[src/rtl/spi_params.sv]
// rtl/spi_params.sv - shared SPI frame constants, command codes and FSM stage encodings
package spi_params;

  localparam int MASTER_FRAME_WIDTH = 24;
  localparam int CMD_BITS           = 8;
  localparam int ADDR_BITS          = 8;
  localparam int PAYLOAD_BITS       = 8;
  localparam int BIT_CNT_WIDTH      = 5;
  localparam int SLAVE_CLK_NS       = 8;

  localparam logic [CMD_BITS-1:0] CMD_LED_SET = 8'h01;

  typedef enum logic [2:0] {
    ST_IDLE     = 3'd0,
    ST_TRANSFER = 3'd1,
    ST_DONE     = 3'd2,
    ST_ABORT    = 3'd3
  } spi_stage_e;

endpackage

[src/rtl/spi_sync_edge.sv]
// rtl/spi_sync_edge.sv - 2-FF synchronizer with rising/falling edge detect
module spi_sync_edge (
  input  logic clk,
  input  logic rst_n,
  input  logic async_in,
  output logic sync_out,
  output logic rise,
  output logic fall
);

  logic meta_q;
  logic sync_q;
  logic prev_q;

  // Two synchronizer stages plus one delay stage used only for edge detection
  always_ff @(posedge clk or negedge rst_n) begin
    if (!rst_n) begin
      meta_q <= 1'b0;
      sync_q <= 1'b0;
      prev_q <= 1'b0;
    end else begin
      meta_q <= async_in;
      sync_q <= meta_q;
      prev_q <= sync_q;
    end
  end

  assign sync_out = sync_q;
  assign rise     = sync_q & ~prev_q;
  assign fall     = ~sync_q & prev_q;

endmodule

[src/rtl/spi_slave_ctrl.sv]
// rtl/spi_slave_ctrl.sv - SPI mode-0 slave, 24-bit frames; SPI_SLAVE_DEBUG_EN exposes internal debug state
module spi_slave_ctrl
  import spi_params::*;
(
  input  logic                          sysclk,
  input  logic                          rst_n,
  input  logic                          sclk,
  input  logic                          cs,
  input  logic                          mosi,
  input  logic                          slv_tx_enb,
  input  logic [MASTER_FRAME_WIDTH-1:0] i_slv_frame,
  output logic                          miso,
  output logic [CMD_BITS-1:0]           o_cmd,
  output logic [ADDR_BITS-1:0]          o_addr,
  output logic [PAYLOAD_BITS-1:0]       o_payload,
  output logic                          rx_dv,
  output logic [MASTER_FRAME_WIDTH-1:0] o_shift_reg_debug,
  output logic                          o_serial_debug,
  output logic [BIT_CNT_WIDTH-1:0]      o_bit_rx_cnt_debug,
  output logic [2:0]                    o_debug_stage
);

  localparam logic [BIT_CNT_WIDTH-1:0] FRAME_BITS = BIT_CNT_WIDTH'(MASTER_FRAME_WIDTH);
  localparam logic [BIT_CNT_WIDTH-1:0] LAST_BIT   = BIT_CNT_WIDTH'(MASTER_FRAME_WIDTH - 1);

  logic sclk_sync, sclk_rise, sclk_fall;
  logic cs_sync, cs_rise, cs_fall;
  logic mosi_meta, mosi_sync;

  spi_stage_e state, state_next;

  logic [MASTER_FRAME_WIDTH-1:0] shift_q;
  logic [MASTER_FRAME_WIDTH-1:0] tx_q;
  logic [BIT_CNT_WIDTH-1:0]      bit_cnt;
  logic                          tx_shift_pending;
  logic                          frame_full;
  logic                          last_bit_now;
  logic                          start_frame;
  logic                          unused_sync;

  spi_sync_edge u_sclk_sync (
    .clk      (sysclk),
    .rst_n    (rst_n),
    .async_in (sclk),
    .sync_out (sclk_sync),
    .rise     (sclk_rise),
    .fall     (sclk_fall)
  );

  spi_sync_edge u_cs_sync (
    .clk      (sysclk),
    .rst_n    (rst_n),
    .async_in (cs),
    .sync_out (cs_sync),
    .rise     (cs_rise),
    .fall     (cs_fall)
  );

  // Only edges of sclk/cs drive the logic; their levels are deliberately left unused
  assign unused_sync = &{1'b0, sclk_sync, sclk_fall, cs_sync};

  // mosi needs the same 2-cycle delay as sclk so data lines up with the detected edge
  always_ff @(posedge sysclk or negedge rst_n) begin
    if (!rst_n) begin
      mosi_meta <= 1'b0;
      mosi_sync <= 1'b0;
    end else begin
      mosi_meta <= mosi;
      mosi_sync <= mosi_meta;
    end
  end

  assign frame_full   = (bit_cnt == FRAME_BITS);
  // A cs rise that lands on the 24th sample must not abort the frame
  assign last_bit_now = sclk_rise && (bit_cnt == LAST_BIT);
  assign start_frame  = (state == ST_IDLE) && cs_fall;

  // FSM state register
  always_ff @(posedge sysclk or negedge rst_n) begin
    if (!rst_n) begin
      state <= ST_IDLE;
    end else begin
      state <= state_next;
    end
  end

  // FSM next-state: full frame wins over a coincident cs rise
  always_comb begin
    state_next = state;
    case (state)
      ST_IDLE: begin
        if (cs_fall) state_next = ST_TRANSFER;
      end
      ST_TRANSFER: begin
        if (frame_full) begin
          state_next = ST_DONE;
        end else if (cs_rise && !last_bit_now) begin
          state_next = ST_ABORT;
        end
      end
      ST_DONE:  state_next = ST_IDLE;
      ST_ABORT: state_next = ST_IDLE;
      default:  state_next = ST_IDLE;
    endcase
  end

  // Receive shift register and bit counter; samples beyond 24 bits are ignored
  always_ff @(posedge sysclk or negedge rst_n) begin
    if (!rst_n) begin
      shift_q          <= '0;
      bit_cnt          <= '0;
      tx_shift_pending <= 1'b0;
    end else begin
      tx_shift_pending <= 1'b0;
      if (start_frame) begin
        shift_q <= '0;
        bit_cnt <= '0;
      end else if ((state == ST_TRANSFER) && sclk_rise && !frame_full) begin
        shift_q          <= {shift_q[MASTER_FRAME_WIDTH-2:0], mosi_sync};
        bit_cnt          <= bit_cnt + 1'b1;
        tx_shift_pending <= 1'b1;
      end
    end
  end

  // Transmit register: loaded at frame start, advanced one cycle after each sample
  always_ff @(posedge sysclk or negedge rst_n) begin
    if (!rst_n) begin
      tx_q <= '0;
    end else if (start_frame) begin
      tx_q <= slv_tx_enb ? i_slv_frame : '0;
    end else if ((state == ST_TRANSFER) && tx_shift_pending) begin
      tx_q <= {tx_q[MASTER_FRAME_WIDTH-2:0], 1'b0};
    end
  end

  // Field outputs and rx_dv update together as the FSM enters DONE
  always_ff @(posedge sysclk or negedge rst_n) begin
    if (!rst_n) begin
      o_cmd     <= '0;
      o_addr    <= '0;
      o_payload <= '0;
      rx_dv     <= 1'b0;
    end else begin
      rx_dv <= (state_next == ST_DONE);
      if (state_next == ST_DONE) begin
        o_cmd     <= shift_q[MASTER_FRAME_WIDTH-1 -: CMD_BITS];
        o_addr    <= shift_q[PAYLOAD_BITS +: ADDR_BITS];
        o_payload <= shift_q[0 +: PAYLOAD_BITS];
      end
    end
  end

  assign miso = (state == ST_TRANSFER) ? tx_q[MASTER_FRAME_WIDTH-1] : 1'b0;

`ifdef SPI_SLAVE_DEBUG_EN
  assign o_shift_reg_debug  = shift_q;
  assign o_serial_debug     = mosi_sync;
  assign o_bit_rx_cnt_debug = bit_cnt;
  assign o_debug_stage      = state;
`else
  assign o_shift_reg_debug  = '0;
  assign o_serial_debug     = 1'b0;
  assign o_bit_rx_cnt_debug = '0;
  assign o_debug_stage      = 3'd0;
`endif

endmodule

[config.mk]
export PLATFORM = sky130hd
export DESIGN_NAME = spi_slave_ctrl
export DESIGN_NICKNAME = d
export VERILOG_FILES = /design/src/rtl/spi_params.sv /design/src/rtl/spi_sync_edge.sv /design/src/rtl/spi_slave_ctrl.sv
export SDC_FILE = /design/constraint.sdc
export NUM_CORES = 1
export LEC_CHECK = 0
export BUFFER_PORTS_ARGS = -buffer_cell sky130_fd_sc_hd__clkbuf_2
export CAP_MARGIN = 10
export CORE_UTILIZATION = 54
export DETAILED_ROUTE_END_ITERATION = 7
export GPL_TIMING_DRIVEN = 0
export PLACE_DENSITY_LB_ADDON = 0.25
export SYNTH_ARGS = -nofsm -noshare
export SYNTH_HDL_FRONTEND = slang
export SYNTH_SLANG_ARGS = --single-unit
export TNS_END_PERCENT = 5
[constraint.sdc]
create_clock -name sysclk -period 2.01 [get_ports sysclk]
set_clock_uncertainty 0.15 [all_clocks]
set_input_delay 0.603 -clock sysclk [delete_from_list [all_inputs] [get_ports sysclk]]
set_output_delay 0.603 -clock sysclk [all_outputs]
set_load 0.01 [all_outputs]
==> metrics <==
detailed placer's ending HPWL between 5000 and 6000 um; DR vias/cell 5.174; Int Pwr 2.689 mW; grt total ovfl 0; Hold Crit Class in -> async; CP max stage delay roughly 420 ps; Die H approximately 90 um; DR pass1 iterations 4; fin nets roughly 520; Synth area leader dfrtp_1; post-layout min period 2189 ps; top cell type's share of synthesized area 0.5368; RSZ-0062 raised after global routing yes; DR iter-0 viols 177; failing checks negative setup slack; share of cells above drive strength 1 0.3586; clk_lat worst skew 360 ps; Distinct cells, synth 37; area delta synth->final 19.09%; H-tree depth 3; max-slew violations 0; post-synthesis sequential element count 90; Reg power frac 0.550; IR drop worst, VDD 0.0004036 V; ranking of synthesized cells by area dfrtp_1 54%, buf_4 6.6%, a221oi_2 6.4%, mux2_2 6.4%, o21ai_0 5.6%; number of port buffers 55; f_max between 400 and 500 MHz; DR DRC count 0; synthesized area per cell ~11 um2; Starting Density 0.5693; switching power 0.9645 mW; final hold violation count 0; power share of the clock group 0.318; Setup crit start kind register; switching share of power 0.2640; routed wire length approximately 8000 um; vias in the first global route just over 3k; post-cts hold buffer count 0; P_leak 2.538 nW; Die ar. 0.008125 mm2; pwr dens 731.3 mW/mm2; final worst setup slack -179.2 ps; Comb pwr share 0.131; MaxCap Viol Count 0; Cell Chain, Critical Path or3b_4, nor2_4, buf_6; I/O Pins 89; largest net degree at the start of global routing 59; peak fanout along the critical path 3; antenna viol nets, final 0; clock root cell clkbuf_8; WS Path Type reg -> out; global-route wire length before repair 14230 um; Final Setup Violations 1; core box area 0.007370 mm2; detailed-route wire length per cell 13.59 um; GP Congestion 0.8151; post-synthesis cell count 382; WP data arrival 1440 ps; Synthesis Warnings 0; final worst path period share 1.089; clock slew at reported path FFs roughly 90 ps; CP top delay family simple AND/OR/NAND/NOR gates; Tot GR Track Use 0.2176; Crit-path slowest cell or3b_4; initial antenna violation count 0; status finished with violations; chip width between 90 and 100 um; CTS buffer count 9; ant diodes 0; Longest Clk Path Bufs 2; Worst EP required 1260 ps; CTS Sinks 90; Worst Hold Margin 57.78 ps; register area share after synthesis 0.5368; num rows 31; Layout Utilization 0.6779; CTS tree done; CP Buf/Inv Count 1; synthesized area 0.004195 mm2; vias between 3k and 4k; critical path endpoint category output pin
[timing repair]
action	CTS	global route
setup endpoints to repair	10	63
hold endpoints to repair	0	0
gates resized for setup	5	18
pin swaps	2	3
setup buffers	2	1
[sequential cells by signal, summed over array words and instances (netlist names), 3 cells and up]
signal and flops:
o_cmd 8, tx_q 24, shift_q 24, state 3, o_addr 8, bit_cnt 5, o_payload 8
[area by class of cell]
| class | instances | area, um2 |
|---|---|---|
| fill | 632 | 2374 |
| sequential | 90 | 2252 |
| multi-input combinational | 235 | 1575 |
| buffer | 60 | 417.9 |
| timing repair buffer | 59 | 334.1 |
| clock buffer | 11 | 151.4 |
| tap | 99 | 123.9 |
| inverter | 28 | 105.1 |
| clock inverter | 5 | 36.28 |
[logic make-up after synthesis]
family	count (synthesis)	synth area share
and+or+nand+nor	92	0.1154
buffers and inverters	90	0.1220
DFF	90	0.5368
AOI/OAI and AO/OA	82	0.1521
muxes	25	0.06681
adders and majority gates	2	0.005964
other	1	0.0008939
[through the flow]
stage / instance area, um2 / total power, mW / instances / worst slack, ps / setup TNS, ps
after global placement: 4718 / 2.483 / 569 / -804.3 / -71980
after CTS: 4970 / 3.676 / 588 / -225.2 / -742.8
after detailed placement: 4748 / 2.517 / 570 / 10.40 / 0
after floorplan: 4319 / 2.372 / 415 / 202.6 / 0
final: 4996 / 3.654 / 587 / -179.2 / -179.2
after global routing: 4996 / 3.833 / 587 / -234.7 / -727.2
[path summary, 6_finish.rpt]
path / endpoint / startpoint / slack, ps / cells past startpoint
worst max register to register: o_payload[5] / state[1] / 10 / 5
min in group sysclk: u_sclk_sync.meta_q / sclk / 190 / 1
worst max-delay path: miso / state[1] / -180 / 3
worst min-delay path: o_addr[1] / rst_n / 60 / 1
worst min register to register: u_cs_sync.sync_out / u_cs_sync.meta_q / 200 / 0
max in group asynchronous: tx_q[21] / rst_n / 1010 / 2
[Yosys cell counts (all sizes together)]
library cell / instances
or2: 2
buf: 46
nand4: 26
dfrtp: 90
mux2i: 1
nand3: 1
a31o: 1
a21oi: 3
clkbuf: 16
conb: 1
or3b: 2
a221oi: 23
o311ai: 1
nor2: 26
nand4bb: 1
and3: 2
a21o: 1
nand2: 26
ha: 2
a32o: 2
or4: 1
nor2b: 2
o21ai: 49
o31ai: 2
inv: 28
mux2: 24
nor3b: 1
nand4b: 2
[routing by layer]
layer	vias up	wire length [um]	track usage	share of wire
met4	0	140	0.08602	0.018
met3	14	290	0.04061	0.036
met5	-	0	0	0
met2	74	3987	0.3486	0.50
li1	1474	-	-	-
met1	1475	3560	0.2942	0.45
[worst reg2reg max path, stage by stage (launching register included)]
cell and delay (ps):
dfrtp_1 410, or3b_4 420, buf_4 180, nor2_8 200
buf_8 170, mux2_2 340
[power groups by stage]
| stage | clock network (mW) | registers (mW) | logic (mW) |
|---|---|---|---|
| after floorplan | 0 | 2.02 | 0.348 |
| after global placement | 0 | 2.04 | 0.445 |
| after detailed placement | 0 | 2.05 | 0.471 |
| after CTS | 1.19 | 2.01 | 0.478 |
| after global routing | 1.27 | 2.03 | 0.540 |
| final | 1.16 | 2.01 | 0.479 |
[cells in the final DEF, fill, tap and decap left out, types with 4 or more instances in the layout]
master	count
dfrtp_1	90
clkbuf_2	58
o21ai_0	47
buf_4	39
conb_1	34
inv_1	28
nand2_1	26
nand4_1	26
mux2_2	24
nor2_1	23
a221oi_2	18
clkbuf_1	11
clkbuf_8	11
a221oi_1	5
buf_6	4
Note: power is estimated with default switching activity, not from simulation.
